File: config.mk
export PLATFORM = sky130hd
export DESIGN_NAME = gcd_unit
export DESIGN_NICKNAME = d
export VERILOG_FILES = /design/src/rtl/gcd_unit.sv
export SDC_FILE = /design/constraint.sdc
export NUM_CORES = 1
export LEC_CHECK = 0
export BUFFER_PORTS_ARGS = -buffer_cell sky130_fd_sc_hd__clkbuf_2
export CAP_MARGIN = 10
export CELL_PAD_IN_SITES_DETAIL_PLACEMENT = 0
export CELL_PAD_IN_SITES_GLOBAL_PLACEMENT = 1
export CORE_ASPECT_RATIO = 1.1
export CORE_MARGIN = 5
export CORE_UTILIZATION = 40
export CTS_CLUSTER_SIZE = 10
export DETAILED_ROUTE_END_ITERATION = 12
export HOLD_SLACK_MARGIN = 0.05
export PLACE_DENSITY = 0.71
export SLEW_MARGIN = 40
export SYNTH_ARGS = -nofsm -noshare
export SYNTH_HDL_FRONTEND = slang
export SYNTH_SLANG_ARGS = --single-unit
File: constraint.sdc
create_clock -name clk -period 3.1 [get_ports clk]
set_input_delay 0.465 -clock clk [delete_from_list [all_inputs] [get_ports clk]]
set_output_delay 0.465 -clock clk [all_outputs]
set_load 0.05 [all_outputs]
File: src/rtl/gcd_unit.sv
// gcd_unit: iterative GCD coprocessor with a start/ready handshake.
//
// Default build uses repeated subtract-and-swap. Defining the macro GCD_STEIN_EN
// swaps in the binary (Stein) algorithm: shifts, compares and one subtractor.
// Both modes give the same results, but they report different cycle counts.
//
// Parameters
//   WIDTH  operand/result width in bits (>= 2)
//   CNT_W  width of the iteration counter; the counter saturates at all-ones
//
// Ports
//   clk     rising-edge clock
//   nrst    asynchronous active-low reset
//   start   request, sampled only while ready=1
//   ina     operand A, captured on an accepted start
//   inb     operand B, captured on an accepted start
//   ready   1 = idle, can accept start
//   done    one-cycle pulse, out/cycles valid
//   out     GCD result, held until the next done
//   cycles  busy cycles used by the last operation, held with out
module gcd_unit #(
  parameter int unsigned WIDTH = 8,
  parameter int unsigned CNT_W = WIDTH + 2
) (
  input  logic             clk,
  input  logic             nrst,
  input  logic             start,
  input  logic [WIDTH-1:0] ina,
  input  logic [WIDTH-1:0] inb,
  output logic             ready,
  output logic             done,
  output logic [WIDTH-1:0] out,
  output logic [CNT_W-1:0] cycles
);

`ifdef GCD_STEIN_EN
  typedef enum logic [1:0] {StIdle, StShift, StRun, StFix} state_e;
  localparam state_e StFirst = StShift;
  localparam int unsigned KW = (WIDTH > 2) ? $clog2(WIDTH) : 1;
  logic [KW-1:0] k_q, k_d;
`else
  typedef enum logic {StIdle, StRun} state_e;
  localparam state_e StFirst = StRun;
`endif

  localparam logic [CNT_W-1:0] CntOne = CNT_W'(1);

  state_e           state_q, state_d;
  logic [WIDTH-1:0] a_q, a_d, b_q, b_d;
  logic [WIDTH-1:0] out_q, out_d;
  logic [CNT_W-1:0] count_q, count_d, count_inc;
  logic [CNT_W-1:0] cycles_q, cycles_d;
  logic             done_q, done_d;
  logic             any_zero;

  // Saturating increment: the counter sticks at all-ones on very long runs.
  assign count_inc = (&count_q) ? count_q : count_q + CntOne;
  assign any_zero  = (a_q == '0) || (b_q == '0);

  always_comb begin
    state_d  = state_q;
    a_d      = a_q;
    b_d      = b_q;
    out_d    = out_q;
    count_d  = count_q;
    cycles_d = cycles_q;
    done_d   = 1'b0;
`ifdef GCD_STEIN_EN
    k_d      = k_q;
`endif
    unique case (state_q)
      StIdle: begin
        if (start) begin
          a_d     = ina;
          b_d     = inb;
          count_d = '0;
          state_d = StFirst;
`ifdef GCD_STEIN_EN
          k_d     = '0;
`endif
        end
      end
`ifdef GCD_STEIN_EN
      StShift: begin
        count_d = count_inc;
        if (any_zero) begin
          out_d    = a_q | b_q;
          cycles_d = count_inc;
          done_d   = 1'b1;
          state_d  = StIdle;
        end else if (!a_q[0] && !b_q[0]) begin
          // Common factor of two: remember it in k, restore it in StFix.
          a_d = a_q >> 1;
          b_d = b_q >> 1;
          k_d = k_q + KW'(1);
        end else begin
          state_d = StRun;
        end
      end
      StRun: begin
        count_d = count_inc;
        if (a_q == b_q) begin
          state_d = StFix;
        end else if (!a_q[0]) begin
          a_d = a_q >> 1;
        end else if (!b_q[0]) begin
          b_d = b_q >> 1;
        end else if (a_q > b_q) begin
          a_d = a_q - b_q;
        end else begin
          b_d = b_q - a_q;
        end
      end
      StFix: begin
        out_d    = a_q << k_q;
        cycles_d = count_inc;
        done_d   = 1'b1;
        state_d  = StIdle;
      end
`else
      StRun: begin
        count_d = count_inc;
        if (any_zero) begin
          out_d    = a_q | b_q;
          cycles_d = count_inc;
          done_d   = 1'b1;
          state_d  = StIdle;
        end else if (a_q == b_q) begin
          out_d    = a_q;
          cycles_d = count_inc;
          done_d   = 1'b1;
          state_d  = StIdle;
        end else if (a_q < b_q) begin
          a_d = b_q;
          b_d = a_q;
        end else begin
          a_d = a_q - b_q;
        end
      end
`endif
      default: state_d = StIdle;
    endcase
  end

  always_ff @(posedge clk or negedge nrst) begin
    if (!nrst) begin
      state_q  <= StIdle;
      a_q      <= '0;
      b_q      <= '0;
      out_q    <= '0;
      count_q  <= '0;
      cycles_q <= '0;
      done_q   <= 1'b0;
`ifdef GCD_STEIN_EN
      k_q      <= '0;
`endif
    end else begin
      state_q  <= state_d;
      a_q      <= a_d;
      b_q      <= b_d;
      out_q    <= out_d;
      count_q  <= count_d;
      cycles_q <= cycles_d;
      done_q   <= done_d;
`ifdef GCD_STEIN_EN
      k_q      <= k_d;
`endif
    end
  end

  assign ready  = (state_q == StIdle);
  assign done   = done_q;
  assign out    = out_q;
  assign cycles = cycles_q;

endmodule

# [Word-level counts from Yosys, hierarchy flattened]
# Index checks and enable logic that the tools add are counted.
[totals] input_bits=19 word_cells=49 out_inout_bits=20 ff_bits=46
[op_classes] muxes=24 n_bitwise=2 order_cmp=1 n_eq_ne=5 n_reduce_logical=8 addsub=2
[op_table] cell="8-bit two-way mux" count=10
[op_table] cell="10-bit two-way mux" count=4
[op_table] cell="8-bit case mux with 2 select lines" count=2
[op_table] cell="10-bit case mux with 2 select lines" count=1
[op_table] cell="8-bit zero test" count=2
[op_table] cell="10-bit by 1-bit adder with 10-bit output, second input constant" count=1
[op_table] cell="10-bit AND reduction" count=1
[op_table] cell="8-bit equality test" count=1
[op_table] cell="8-bit < comparator" count=1
[op_table] cell="8-bit bitwise OR" count=1
[op_table] cell="8-bit subtractor" count=1
[op_table] cell="1-bit two-way mux" count=6
[op_table] cell="2-bit != test, second input constant" count=3
[op_table] cell="4-bit AND reduction" count=1
[op_table] cell="3-bit AND reduction" count=1
[op_table] cell="2-bit by 1-bit != test with 1-bit output, second input constant" count=1
[op_table] cell="1-bit case mux with 2 select lines" count=1
[op_table] cell="2-bit AND reduction" count=1
[op_table] cell="2-bit nonzero test" count=1
[op_table] cell="1-bit logical OR" count=1
[op_table] cell="1-bit inverter" count=1

# [Longest topological paths before layout]
# Gate-level depths: netlist of the first run.
[logic_depth] ltp_word=5 ltp_mapped=11 mapped_depth_nobuf=9

# [Least setup slack after synthesis of the first run]
# OpenSTA, ideal clock, no wires.
[synth_timing] path_type="register to register" startpoint="reg a_q[0]" endpoint="reg a_q[0]" required_time_ps=2968 period_less_slack_ps=2246 path_slack_ps=854 path_stages_with_launch=12 setup_time_ps=132 path_buffers=2 arrival_time_ps=2113 path_cell_list="dfrtp_1 > inv_1 > ha_1 > fa_1 > o21ba_2 > o21ai_0 > a211o_1 > buf_6 > buf_6 > nor2_1 > a211oi_1 > o22ai_1"
[synth_between] elab_chain_cells=5 word_cells_on_any_way=12 classes_between="add/sub: 1; order compare: 1; eq/ne: 3; mux: 4; reduce/logical: 3"
[synth_lines] item="from (decl)" line="49" source="logic [WIDTH-1:0] a_q, a_d, b_q, b_d;"
[synth_lines] item="from (signal assigned)" line="148" source="a_q <= '0;"
[synth_lines] item="from (signal assigned)" line="159" source="a_q <= a_d;"
[synth_lines] item="8-bit subtractor / 8-bit < comparator (equally long branches)" line="137, 133"
[synth_lines] item="8-bit two-way mux" line="133" source="end else if (a_q < b_q) begin"
[synth_lines] item="8-bit two-way mux" line="128" source="end else if (a_q == b_q) begin"
[synth_lines] item="8-bit two-way mux" line="123" source="if (any_zero) begin"
[synth_lines] item="8-bit case mux with 2 select lines" line="71" source="unique case (state_q)"
# Parallel ways exist; a longest one is shown, timed or not. The select of a mux whose other input is x is not followed.
# A chain may end at the register's enable or synchronous reset.

# [Worst setup path after layout of the first run]
[layout_timing] startpoint="reg a_q[0]" endpoint="reg b_q[2]"
[layout_between] elab_chain_cells=4 word_cells_on_any_way=8 classes_between="order compare: 1; eq/ne: 4; reduce/logical: 3"
[layout_lines] item="parallel branches: the longest is 3 deep, another holds 8-bit < comparator"
[layout_lines] item="4-bit AND reduction (no source line) *"
[layout_lines] item="to (signal assigned)" line="149" source="b_q <= '0;"
[layout_lines] item="to (signal assigned)" line="160" source="b_q <= b_d;"
[layout_lines] item="to (decl)" line="49"
# Mark *: on every way between the ends.

==> metrics.md, run 1 <==
| Metric | Value |
|---|---|
| Status | `finished clean` |
| Part of the Yosys area used for sequential elements | `39.8%` |
| Switching Share | `48.0%` |
| CTS Sinks | `46` |
| FMAX | `378 MHz` |
| Psw | `1.90 mW` |
| CTS Hold Bufs | `0` |
| Design Area, Final | `0.00323 sq mm` |
| Fill count | `728` |
| First-pass GRT wire length | `12200 um` |
| Routed wire per std cell | `16.2 um` |
| Port buffer count | `38` |
| Yosys cell types | `51` |
| Setup bufs post-CTS | `0` |
| Async SR Flop Fraction | `100%` |
| Row count | `32` |
| Commonest cells post-synth | `51 x nand2_1, 46 x dfrtp_1, 27 x o21ai_0` |
| Fin Hold WS | `0.256 ns` |
| Bufs on Longest Clock Path | `2` |
| Setup-failing EPs final | `0` |
| DRC viols | `0` |
| Largest net degree at the start of global routing | `47` |
| Clock skew | `0.00433 ns` |
| Crit Path Max Fanout | `16` |
| Most numerous cell in the Yosys netlist | `nand2_1` |
| DRT iter0 DRCs | `91` |
| Top FF cell, synth | `dfrtp_1` |
| Worst path required time | `3.28 ns` |
| Crit end category | `register` |
| Mean Syn Cell Area | `9.12 sq um` |
| Reg2Reg Launch Point | `a_q[0]$_DFFE_PN0P_` |
| Root Driver | `clkbuf_8` |
| Sequential share of power | `27.6%` |
| Fin. max-slew vios | `0` |
| Clock share of power | `9.9%` |
| Final Core Density | `45.8%` |
| Area after DPL | `0.00313 sq mm` |
| Syn Inst Count | `317` |
| Layout cells sized above 1 | `18.4%` |
| Final Hold Viols | `0` |
| Total die area | `0.00903 sq mm` |
| Post-layout nets | `389` |
| Fin crit share | `85.4%` |
| Crit start category | `register` |
| Clk slew on worst S/H paths | `0.09 ns` |
| Core Region | `0.00705 sq mm` |
| Post-cts sizing count | `0` |
| DRT antenna net count | `0` |
| Yosys top cell by area | `dfrtp_1` |
| Dpl hpwl | `5210 um` |
| Max cap viols | `0` |
| Post-synth EDFFs | `0` |
| Rel. slew slack | `60.4%` |
| Via Count | `2433` |
| Overall Global Routing Usage | `16.5%` |
| Yosys reg bits | `46` |
| Vias per cell | `5.55` |
| Leak | `1.65 nW` |
| Initial Util | `41.0%` |
| Die Ht | `99.2 um` |
| Setup TNS | `0 ns` |
| Worst-skew pair later-pin latency | `0.30 ns` |
| H-tree Lvls | `2` |
| Slew @ Worst Pin | `0.594 ns` |
| First drt pass iteration count | `5` |
| Comb power frac | `62.4%` |
| DRT Wirelength | `7110 um` |
| Max VDD drop | `0.000472 V` |
| IO Pins | `39` |
| CTS tree | `yes` |
| Crit path arrival time | `2.82 ns` |
| DP Cell Count | `430` |
| Yosys top cell area share | `39.8%` |
| Type of the worst min-delay path | `in -> async` |
| Vias in the first global route | `2395` |
| Initial antenna violation count | `0` |
| Num CTS Buffers | `5` |
| RSZ-0062 raised after global routing | `no` |
| Die W | `91.1 um` |
| Finished Layout Cells | `438` |
| Crit path from | `a_q[0]$_DFFE_PN0P_` |
| GPL Wtd Cong | `0.866` |
| Syn-to-layout area delta | `11.7%` |
| Mapped cell area | `0.00289 sq mm` |
| # diodes | `0` |
| YS warnings | `0` |
| Overflow after GRT | `0` |
| Tmin final | `2.65 ns` |
| Crit Path Category | `reg -> reg` |
| Power Internal | `2.06 mW` |
| Syn Nets | `354` |
| Pwr Density | `1230 mW/mm^2` |
| Synth top area cells | `dfrtp_1 40%, ha_1 7.4%, nand2_1 6.6%, o21ai_0 4.7%, mux2i_1 3.1%` |
## cells in the final DEF (no fill, tap or decap), types with 3 or more instances in the layout
cell	count
a21oi_1	14
nand2_1	51
o211a_1	6
nor3b_1	3
nand4_1	3
buf_4	6
o22ai_1	5
a211oi_1	4
nor4_1	5
o21ai_0	27
clkbuf_8	6
nor3_1	6
nand3_1	3
mux2_2	7
nand2b_1	3
nor2_1	12
and3_1	7
a31oi_1	8
o31ai_1	3
inv_1	22
o211ai_1	4
mux2i_1	9
xnor2_1	7
dfrtp_1	46
clkbuf_2	38
ha_1	17
## flip-flops by register name, summed over array words and instances, names as in the netlist
signal / flops
cycles: 10
out: 8
a_q: 8
state_q: 1
count_q: 10
b_q: 8
done: 1
## critical path, stage by stage (launching register included)
cell     delay (ns)
dfrtp_1        0.39
inv_1          0.09
ha_1           0.23
fa_1           0.40
o21ba_2        0.23
o21ai_0        0.15
a211o_1        0.48
buf_4          0.25
nor2_8         0.06
mux2i_1        0.17
a21oi_1        0.08
## worst paths after layout
path                                 endpoint  slack [ns]  depth (start not counted)
max in group asynchronous  a_q[4]$_DFFE_PN0P_        2.45                          2
setup / recovery           b_q[2]$_DFFE_PN0P_        0.45                         10
hold / removal             out[7]$_DFFE_PN0P_        0.26                          2
setup reg to reg           b_q[2]$_DFFE_PN0P_        0.45                         10
min in group clk           a_q[4]$_DFFE_PN0P_        0.40                          3
hold reg to reg            out[4]$_DFFE_PN0P_        0.48                          2
## cells by family (layout without fill, tap and decap cells)
group,count (synthesis),after routing,synth area share (%)
fa+ha+maj,18,18,8.05
buf+inv,40,76,6.53
xor+xnor,9,9,2.73
compound gates,88,88,20.2
flops,46,46,39.8
mux,16,16,5.84
simple gates,100,100,16.8
## power by group through the flow
| stage | clock, mW | combinational [mW] | sequential, mW |
|---|---|---|---|
| CTS | 0.405 | 2.48 | 1.10 |
| detailed placement | 0 | 2.46 | 1.11 |
| finish | 0.392 | 2.47 | 1.09 |
| global route | 0.428 | 2.76 | 1.14 |
| global placement | 0 | 2.45 | 1.11 |
| floorplan | 0 | 1.80 | 1.29 |
## cell type report
class                   count  area [sq um]  share of cell area, %
clock buffers               6          82.6                   2.56
clock inverters             2          12.5                  0.387
inverters                  24          90.1                   2.79
multi-input cells         231          1550                   48.0
flip-flops and latches     46          1150                   35.6
well taps                  85           106                   3.29
repair buffers             44           235                   7.28
## per-stage QoR
| stage | power (mW) | setup WS [ns] |
|---|---|---|
| 2_1_floorplan | 3.09 | 0.854 |
| 3_3_place_gp | 3.55 | 0.531 |
| 3_5_place_dp | 3.57 | 0.485 |
| 4_1_cts | 3.98 | 0.468 |
| 5_1_grt | 4.33 | 0.194 |
| 6_report | 3.96 | 0.452 |
## per-layer routing
metal	up-vias	share of wire [%]	track usage (%)
li1	1196	-	-
met1	1173	44	22.0
met2	53	50	27.6
met3	11	3.9	2.87
met4	0	1.3	4.29
met5	-	0	0
Note: power is estimated with default switching activity, not from simulation.
==> run 2, diff against run 1 <==
PLACE_DENSITY = 0.84   (was 0.71)
==> run 2 against run 1 <==
  * Clock skew is essentially flat
  * Critical path depth down 2
  * Clock-buffer cell count unchanged
  * Sequential power about the same
  * Via count is 2.1% lower
  * Sequential share of layout area barely moved
  * Hold slack worse by 0.064 ns
  * Maximum frequency increased by 2.8%
  * Design area about the same
  * Die area unchanged
  * Register-to-register slack better by 0.07 ns
  * Final cell count grew 0.23%
  * Critical endpoint is now b_q[7]$_DFFE_PN0P_
  * Highest routed layer unchanged
==> metrics.md, run 2 (synthesized netlist as in run 1, its figures left out) <==
| Metric | Value |
|---|---|
| Status | `finished clean (unchanged)` |
| Setup bufs post-CTS | `0 (unchanged)` |
| CTS Sinks | `46 (unchanged)` |
| Leak | `1.65 nW (about the same)` |
| Power Internal | `2.05 mW (was 2.06 mW)` |
| Die W | `91.1 um (unchanged)` |
| CTS Hold Bufs | `0 (unchanged)` |
| Core Region | `0.00705 sq mm (unchanged)` |
| Port buffer count | `38 (unchanged)` |
| Routed wire per std cell | `15.7 um (was 16.2 um)` |
| GPL Wtd Cong | `0.877 (was 0.866)` |
| FMAX | `388 MHz (was 378 MHz)` |
| First-pass GRT wire length | `11600 um (was 12200 um)` |
| Fin. max-slew vios | `0 (unchanged)` |
| DP Cell Count | `431 (was 430)` |
| Psw | `1.86 mW (was 1.90 mW)` |
| Dpl hpwl | `5010 um (was 5210 um)` |
| Fin crit share | `83.1% (was 85.4%)` |
| Num CTS Buffers | `5 (unchanged)` |
| Largest stage delay on the critical path | `0.54 ns (was 0.48 ns)` |
| Pwr Density | `1210 mW/mm^2 (was 1230 mW/mm^2)` |
| RSZ-0062 raised after global routing | `no (unchanged)` |
| Slew @ Worst Pin | `0.706 ns (was 0.594 ns)` |
| Bufs on Longest Clock Path | `2 (unchanged)` |
| Clock skew | `0.00471 ns (was 0.00433 ns)` |
| CTS tree | `yes (unchanged)` |
| Die Ht | `99.2 um (unchanged)` |
| Crit path arrival time | `2.80 ns (was 2.82 ns)` |
| Crit end category | `register (unchanged)` |
| Largest net degree at the start of global routing | `31 (was 47)` |
| Max VDD drop | `0.000587 V (was 0.000472 V)` |
| Slowest cell on crit path | `a21boi_4 (was a211o_1)` |
| H-tree Lvls | `2 (unchanged)` |
| Via Count | `2382 (was 2433)` |
| Type of the worst min-delay path | `in -> async (unchanged)` |
| Syn-to-layout area delta | `11.6% (was 11.7%)` |
| Overall Global Routing Usage | `15.5% (was 16.5%)` |
| Clock share of power | `9.5% (was 9.9%)` |
| Vias in the first global route | `2391 (was 2395)` |
| Rel. slew slack | `52.9% (was 60.4%)` |
| Final Hold Viols | `0 (unchanged)` |
| Max cap viols | `0 (unchanged)` |
| Total die area | `0.00903 sq mm (unchanged)` |
| Crit Path Category | `reg -> reg (unchanged)` |
| # diodes | `0 (unchanged)` |
| Crit Path Max Fanout | `19 (was 16)` |
| Post-cts sizing count | `0 (unchanged)` |
| Root Driver | `clkbuf_8 (unchanged)` |
| Initial Util | `41.0% (unchanged)` |
| Worst path required time | `3.33 ns (was 3.28 ns)` |
| Finished Layout Cells | `439 (was 438)` |
| Worst-skew pair later-pin latency | `0.30 ns (about the same)` |
| Fin Hold WS | `0.191 ns (was 0.256 ns)` |
| Final worst setup slack | `0.525 ns (was 0.452 ns)` |
| IO Pins | `39 (unchanged)` |
| Setup-failing EPs final | `0 (unchanged)` |
| DRT antenna net count | `0 (unchanged)` |
| Overflow after GRT | `0 (unchanged)` |
| Crit start category | `register (unchanged)` |
| Most common cell after layout, fill and taps aside | `nand2_1 (unchanged)` |
| Tmin final | `2.58 ns (was 2.65 ns)` |
| Switching Share | `47.6% (was 48.0%)` |
| DRT iter0 DRCs | `214 (was 91)` |
| DRC viols | `0 (unchanged)` |
| Vias per cell | `5.43 (was 5.55)` |
| Setup TNS | `0 ns (unchanged)` |
| First drt pass iteration count | `4 (was 5)` |
| DRT Wirelength | `6870 um (was 7110 um)` |
| Critical-path cell list | `inv_1, ha_1, nor4_2, nand2_1, a31o_1, a21boi_4, and2_4, a2bb2oi_1 (was inv_1, ha_1, fa_1, o21ba_2, o21ai_0, a211o_1, buf_4, nor2_8, mux2i_1, a21oi_1)` |
| Row count | `32 (unchanged)` |
| Sequential share of power | `28.0% (was 27.6%)` |
| Most frequent cells in the layout | `51 x nand2_1, 46 x dfrtp_1, 38 x clkbuf_2 (unchanged)` |
| Post-layout nets | `390 (was 389)` |
| Pre-CTS setup slack | `0.531 ns (was 0.485 ns)` |
| Comb power frac | `62.5% (was 62.4%)` |
| Clk slew on worst S/H paths | `0.09 ns (about the same)` |
| Layout cells sized above 1 | `18.4% (about the same)` |
| Initial antenna violation count | `0 (unchanged)` |
-- run 2: changes by cell type in the layout (fill, tap and decap cells not counted), sizes merged --
cell / before / now
clkinv: 3 / 4
buf: 6 / 7
clkinvlp: 1 / 0
-- run 2: power by group through the flow --
stage / clock (mW) / sequential [mW] / combinational (mW)
CTS: 0.383 / 1.09 / 2.44
global placement: 0 / 1.10 / 2.41
global route: 0.405 / 1.14 / 2.71
finish: 0.373 / 1.09 / 2.44
detailed placement: 0 / 1.11 / 2.43
floorplan: 0 / 1.29 / 1.80
-- run 2: through the flow --
stage | instance area [sq um] | total power [mW] | utilization [%]
finish | 3230 | 3.91 | 45.8
CTS | 3230 | 3.92 | 45.8
global placement | 3140 | 3.51 | 44.6
global route | 3230 | 4.26 | 45.8
detailed placement | 3140 | 3.53 | 44.6
floorplan | 2890 | 3.09 | -
-- run 2: worst max-delay path: cells and delay by family (launching register included) --
kind                     cells  cell delay (ns)
AO/OA/AOI/OAI                3             1.11
AND/OR/NAND/NOR              3             0.44
buffers and inverters        1             0.07
adder cells (fa/ha/maj)      1             0.44
flip-flops                   1             0.44
-- run 2: layer usage --
layer | GRT usage, % | vias up | share of wire (%)
li1 | - | 1192 | -
met3 | 2.34 | 11 | 3.8
met4 | 5.64 | 0 | 1.6
met5 | 0 | - | 0
met1 | 21.5 | 1130 | 49
met2 | 24.7 | 49 | 46
-- run 2: path summary, 6_finish.rpt --
check                                   start                endpoint  slack [ns]  cells past startpoint
setup / recovery           a_q[6]$_DFFE_PN0P_      b_q[7]$_DFFE_PN0P_        0.52                      8
max in group asynchronous                nrst  count_q[9]$_DFFE_PN0P_        2.27                      2
hold / removal                           nrst      b_q[6]$_DFFE_PN0P_        0.19                      1
min in group clk                       ina[5]      a_q[5]$_DFFE_PN0P_        0.40                      3
hold reg to reg            out[1]$_DFFE_PN0P_      out[1]$_DFFE_PN0P_        0.48                      2
setup reg to reg           a_q[6]$_DFFE_PN0P_      b_q[7]$_DFFE_PN0P_        0.52                      8
-- run 2: layout make-up --
cell class | instances | area [sq um]
fillers | 682 | 3820
multi-input cells | 231 | 1550
flip-flops and latches | 46 | 1150
repair buffers | 45 | 243
well taps | 85 | 106
inverters | 24 | 90.1
clock buffers | 6 | 72.6
clock inverters | 2 | 13.8
==> run 3, diff against run 2 <==
clock period = 2.7 ns   (was 3.1 ns; I/O delays follow)
==> run 3 against run 2 <==
  * Final cell count rose by 0.68%
  * Non-clock buffer count rose by 3
  * Worst setup slack got worse by 0.25 ns
  * Critical path depth rose by 2
  * Combinational power rose by 18%
  * Sequential cell count did not move
  * Design area rose by 1.1%
  * Sequential share of layout area fell by 0.38 points
  * Sequential power rose by 13%
  * Via count rose by 0.46%
  * Largest power group unchanged
==> metrics.md, run 3 (synthesized netlist as in run 1, its figures left out) <==
| Metric | Value |
|---|---|
| Setup TNS | `0 ns (unchanged)` |
| FMAX | `413 MHz (was 388 MHz)` |
| Vias in the first global route | `2424 (was 2391)` |
| CTS tree | `yes (unchanged)` |
| Die W | `91.1 um (unchanged)` |
| Fin. max-slew vios | `0 (unchanged)` |
| Met1 Use GR | `22.1% (was 21.5%)` |
| Routed wire per std cell | `15.5 um (was 15.7 um)` |
| CTS Sinks | `46 (unchanged)` |
| RSZ-0062 raised after global routing | `no (unchanged)` |
| Critical R2R Capture | `a_q[3]$_DFFE_PN0P_ (was b_q[7]$_DFFE_PN0P_)` |
| DRT Wirelength | `6870 um (about the same)` |
| Total die area | `0.00903 sq mm (unchanged)` |
| Overall Global Routing Usage | `16.0% (was 15.5%)` |
| Status | `finished clean (unchanged)` |
| Layout cells sized above 1 | `19.0% (was 18.4%)` |
| Crit path arrival time | `2.65 ns (was 2.80 ns)` |
| Final Hold Viols | `0 (unchanged)` |
| R2r worst-path depth | `10 (was 8)` |
| Final worst setup slack | `0.276 ns (was 0.525 ns)` |
| M3 GR Usage | `2.42% (was 2.34%)` |
| Multi-input gate area | `0.00155 sq mm (unchanged)` |
| Most frequent cells in the layout | `51 x nand2_1, 46 x dfrtp_1, 38 x clkbuf_2 (unchanged)` |
| Pre-CTS setup slack | `0.309 ns (was 0.531 ns)` |
| Core Region | `0.00705 sq mm (unchanged)` |
| Via Count | `2393 (was 2382)` |
| Reg2Reg Launch Point | `a_q[0]$_DFFE_PN0P_ (was a_q[6]$_DFFE_PN0P_)` |
| CTS Hold Bufs | `0 (unchanged)` |
| Register area | `0.00115 sq mm (unchanged)` |
| Dpl hpwl | `5170 um (was 5010 um)` |
| Setup bufs post-CTS | `0 (unchanged)` |
| Crit path from | `a_q[0]$_DFFE_PN0P_ (was a_q[6]$_DFFE_PN0P_)` |
| Worst path required time | `2.92 ns (was 3.33 ns)` |
| Post-cts sizing count | `0 (unchanged)` |
| Syn-to-layout area delta | `12.9% (was 11.6%)` |
| Area after DPL | `0.00318 sq mm (was 0.00314 sq mm)` |
| Type of the worst min-delay path | `in -> async (unchanged)` |
| Leak | `1.67 nW (was 1.65 nW)` |
| Setup-failing EPs final | `0 (unchanged)` |
| Crit Path Max Fanout | `12 (was 19)` |
| Busiest layer in global routing | `met2 (unchanged)` |
| Rel. slew slack | `58.9% (was 52.9%)` |
| GPL Wtd Cong | `0.834 (was 0.877)` |
| DP Cell Count | `434 (was 431)` |
| Post-layout nets | `393 (was 390)` |
| Fin crit share | `89.8% (was 83.1%)` |
| Fill count | `692 (was 682)` |
| Crit start category | `register (unchanged)` |
| Largest net degree at the start of global routing | `31 (unchanged)` |
| IO Pins | `39 (unchanged)` |
| First-pass GRT wire length | `11900 um (was 11600 um)` |
| Initial antenna violation count | `0 (unchanged)` |
| Crit Path Category | `reg -> reg (unchanged)` |
| Met2 usage | `25.5% (was 24.7%)` |
| Row count | `32 (unchanged)` |
| H-tree Lvls | `2 (unchanged)` |
| Design Area, Final | `0.00326 sq mm (was 0.00323 sq mm)` |
| Finished Layout Cells | `442 (was 439)` |
| CP endpoint | `a_q[3]$_DFFE_PN0P_ (was b_q[7]$_DFFE_PN0P_)` |
| Root Driver | `clkbuf_8 (unchanged)` |
| Vias per cell | `5.41 (was 5.43)` |
| Clk slew on worst S/H paths | `0.09 ns (about the same)` |
| Die Ht | `99.2 um (unchanged)` |
| Max cap viols | `0 (unchanged)` |
| DRC viols | `0 (unchanged)` |
| Pwr Density | `1400 mW/mm^2 (was 1210 mW/mm^2)` |
| Max VDD drop | `0.000625 V (was 0.000587 V)` |
| Initial Util | `41.0% (unchanged)` |
| DRT antenna net count | `0 (unchanged)` |
| Power Total | `4.55 mW (was 3.91 mW)` |
| Bufs on Longest Clock Path | `2 (unchanged)` |
| Num CTS Buffers | `5 (unchanged)` |
| Worst-skew pair later-pin latency | `0.31 ns (was 0.30 ns)` |
| # diodes | `0 (unchanged)` |
| Tmin final | `2.42 ns (was 2.58 ns)` |
| Overflow after GRT | `0 (unchanged)` |
| First drt pass iteration count | `4 (unchanged)` |
| Most common cell after layout, fill and taps aside | `nand2_1 (unchanged)` |
| Reg2Reg Setup Slack | `0.28 ns (was 0.52 ns)` |
| DRT iter0 DRCs | `138 (was 214)` |
| Crit end category | `register (unchanged)` |
| Clock skew | `0.00779 ns (was 0.00471 ns)` |
| Port buffer count | `38 (unchanged)` |
| Slew @ Worst Pin | `0.616 ns (was 0.706 ns)` |
[run 3: cell types whose count changed in the layout (fill, tap and decap cells not counted), sizes merged]
cell	change
buf	+3
[run 3: area by class of cell]
cell class	count	area share [%]
clock inverters	2	0.422
multi-input cells	231	47.5
repair buffers	48	8.51
inverters	24	2.76
flip-flops and latches	46	35.3
well taps	85	3.26
clock buffers	6	2.22
[run 3: per-stage QoR]
step / hold WS [ns] / utilization [%]
final: 0.0945 / 46.3
after global routing: 0.137 / 46.3
after CTS: 0.111 / 46.3
after detailed placement: 0.455 / 45.1
after global placement: 0.456 / 45.1
after floorplan: 0.109 / -
[run 3: routing by layer]
layer / up-vias / routed length, um
li1: 1199 / -
met1: 1125 / 3340
met2: 58 / 3120
met3: 11 / 292
met4: 0 / 121
met5: - / 0
[run 3: worst min-delay path by stage]
| stage | startpoint | to | slack [ns] | cells past startpoint |
|---|---|---|---|---|
| 2_1_floorplan | nrst | a_q[0]$_DFFE_PN0P_ | 0.11 | 0 |
| 3_3_place_gp | nrst | a_q[4]$_DFFE_PN0P_ | 0.46 | 1 |
| 3_5_place_dp | nrst | a_q[4]$_DFFE_PN0P_ | 0.45 | 1 |
| 4_1_cts | nrst | a_q[4]$_DFFE_PN0P_ | 0.11 | 1 |
| 5_1_grt | nrst | a_q[4]$_DFFE_PN0P_ | 0.14 | 1 |
| 6_report | nrst | a_q[4]$_DFFE_PN0P_ | 0.09 | 1 |
[run 3: worst max-delay path, stage by stage (launching register included)]
cell and delay (ns):
dfrtp_1 0.39, inv_1 0.09, ha_1 0.24, fa_1 0.41
o21ba_2 0.24, o21ai_0 0.16, a211o_1 0.16, buf_4 0.17
nor2_1 0.05, a211o_1 0.26, a22oi_1 0.16
[run 3: power breakdown]
| part | switching, mW | internal (mW) | leakage, nW | total, mW |
|---|---|---|---|---|
| logic | 1.67 | 1.23 | 1.05 | 2.89 |
| registers | 0.252 | 0.976 | 0.570 | 1.23 |
| clock network | 0.247 | 0.183 | 0.0452 | 0.430 |
| total | 2.17 | 2.39 | 1.67 | 4.55 |
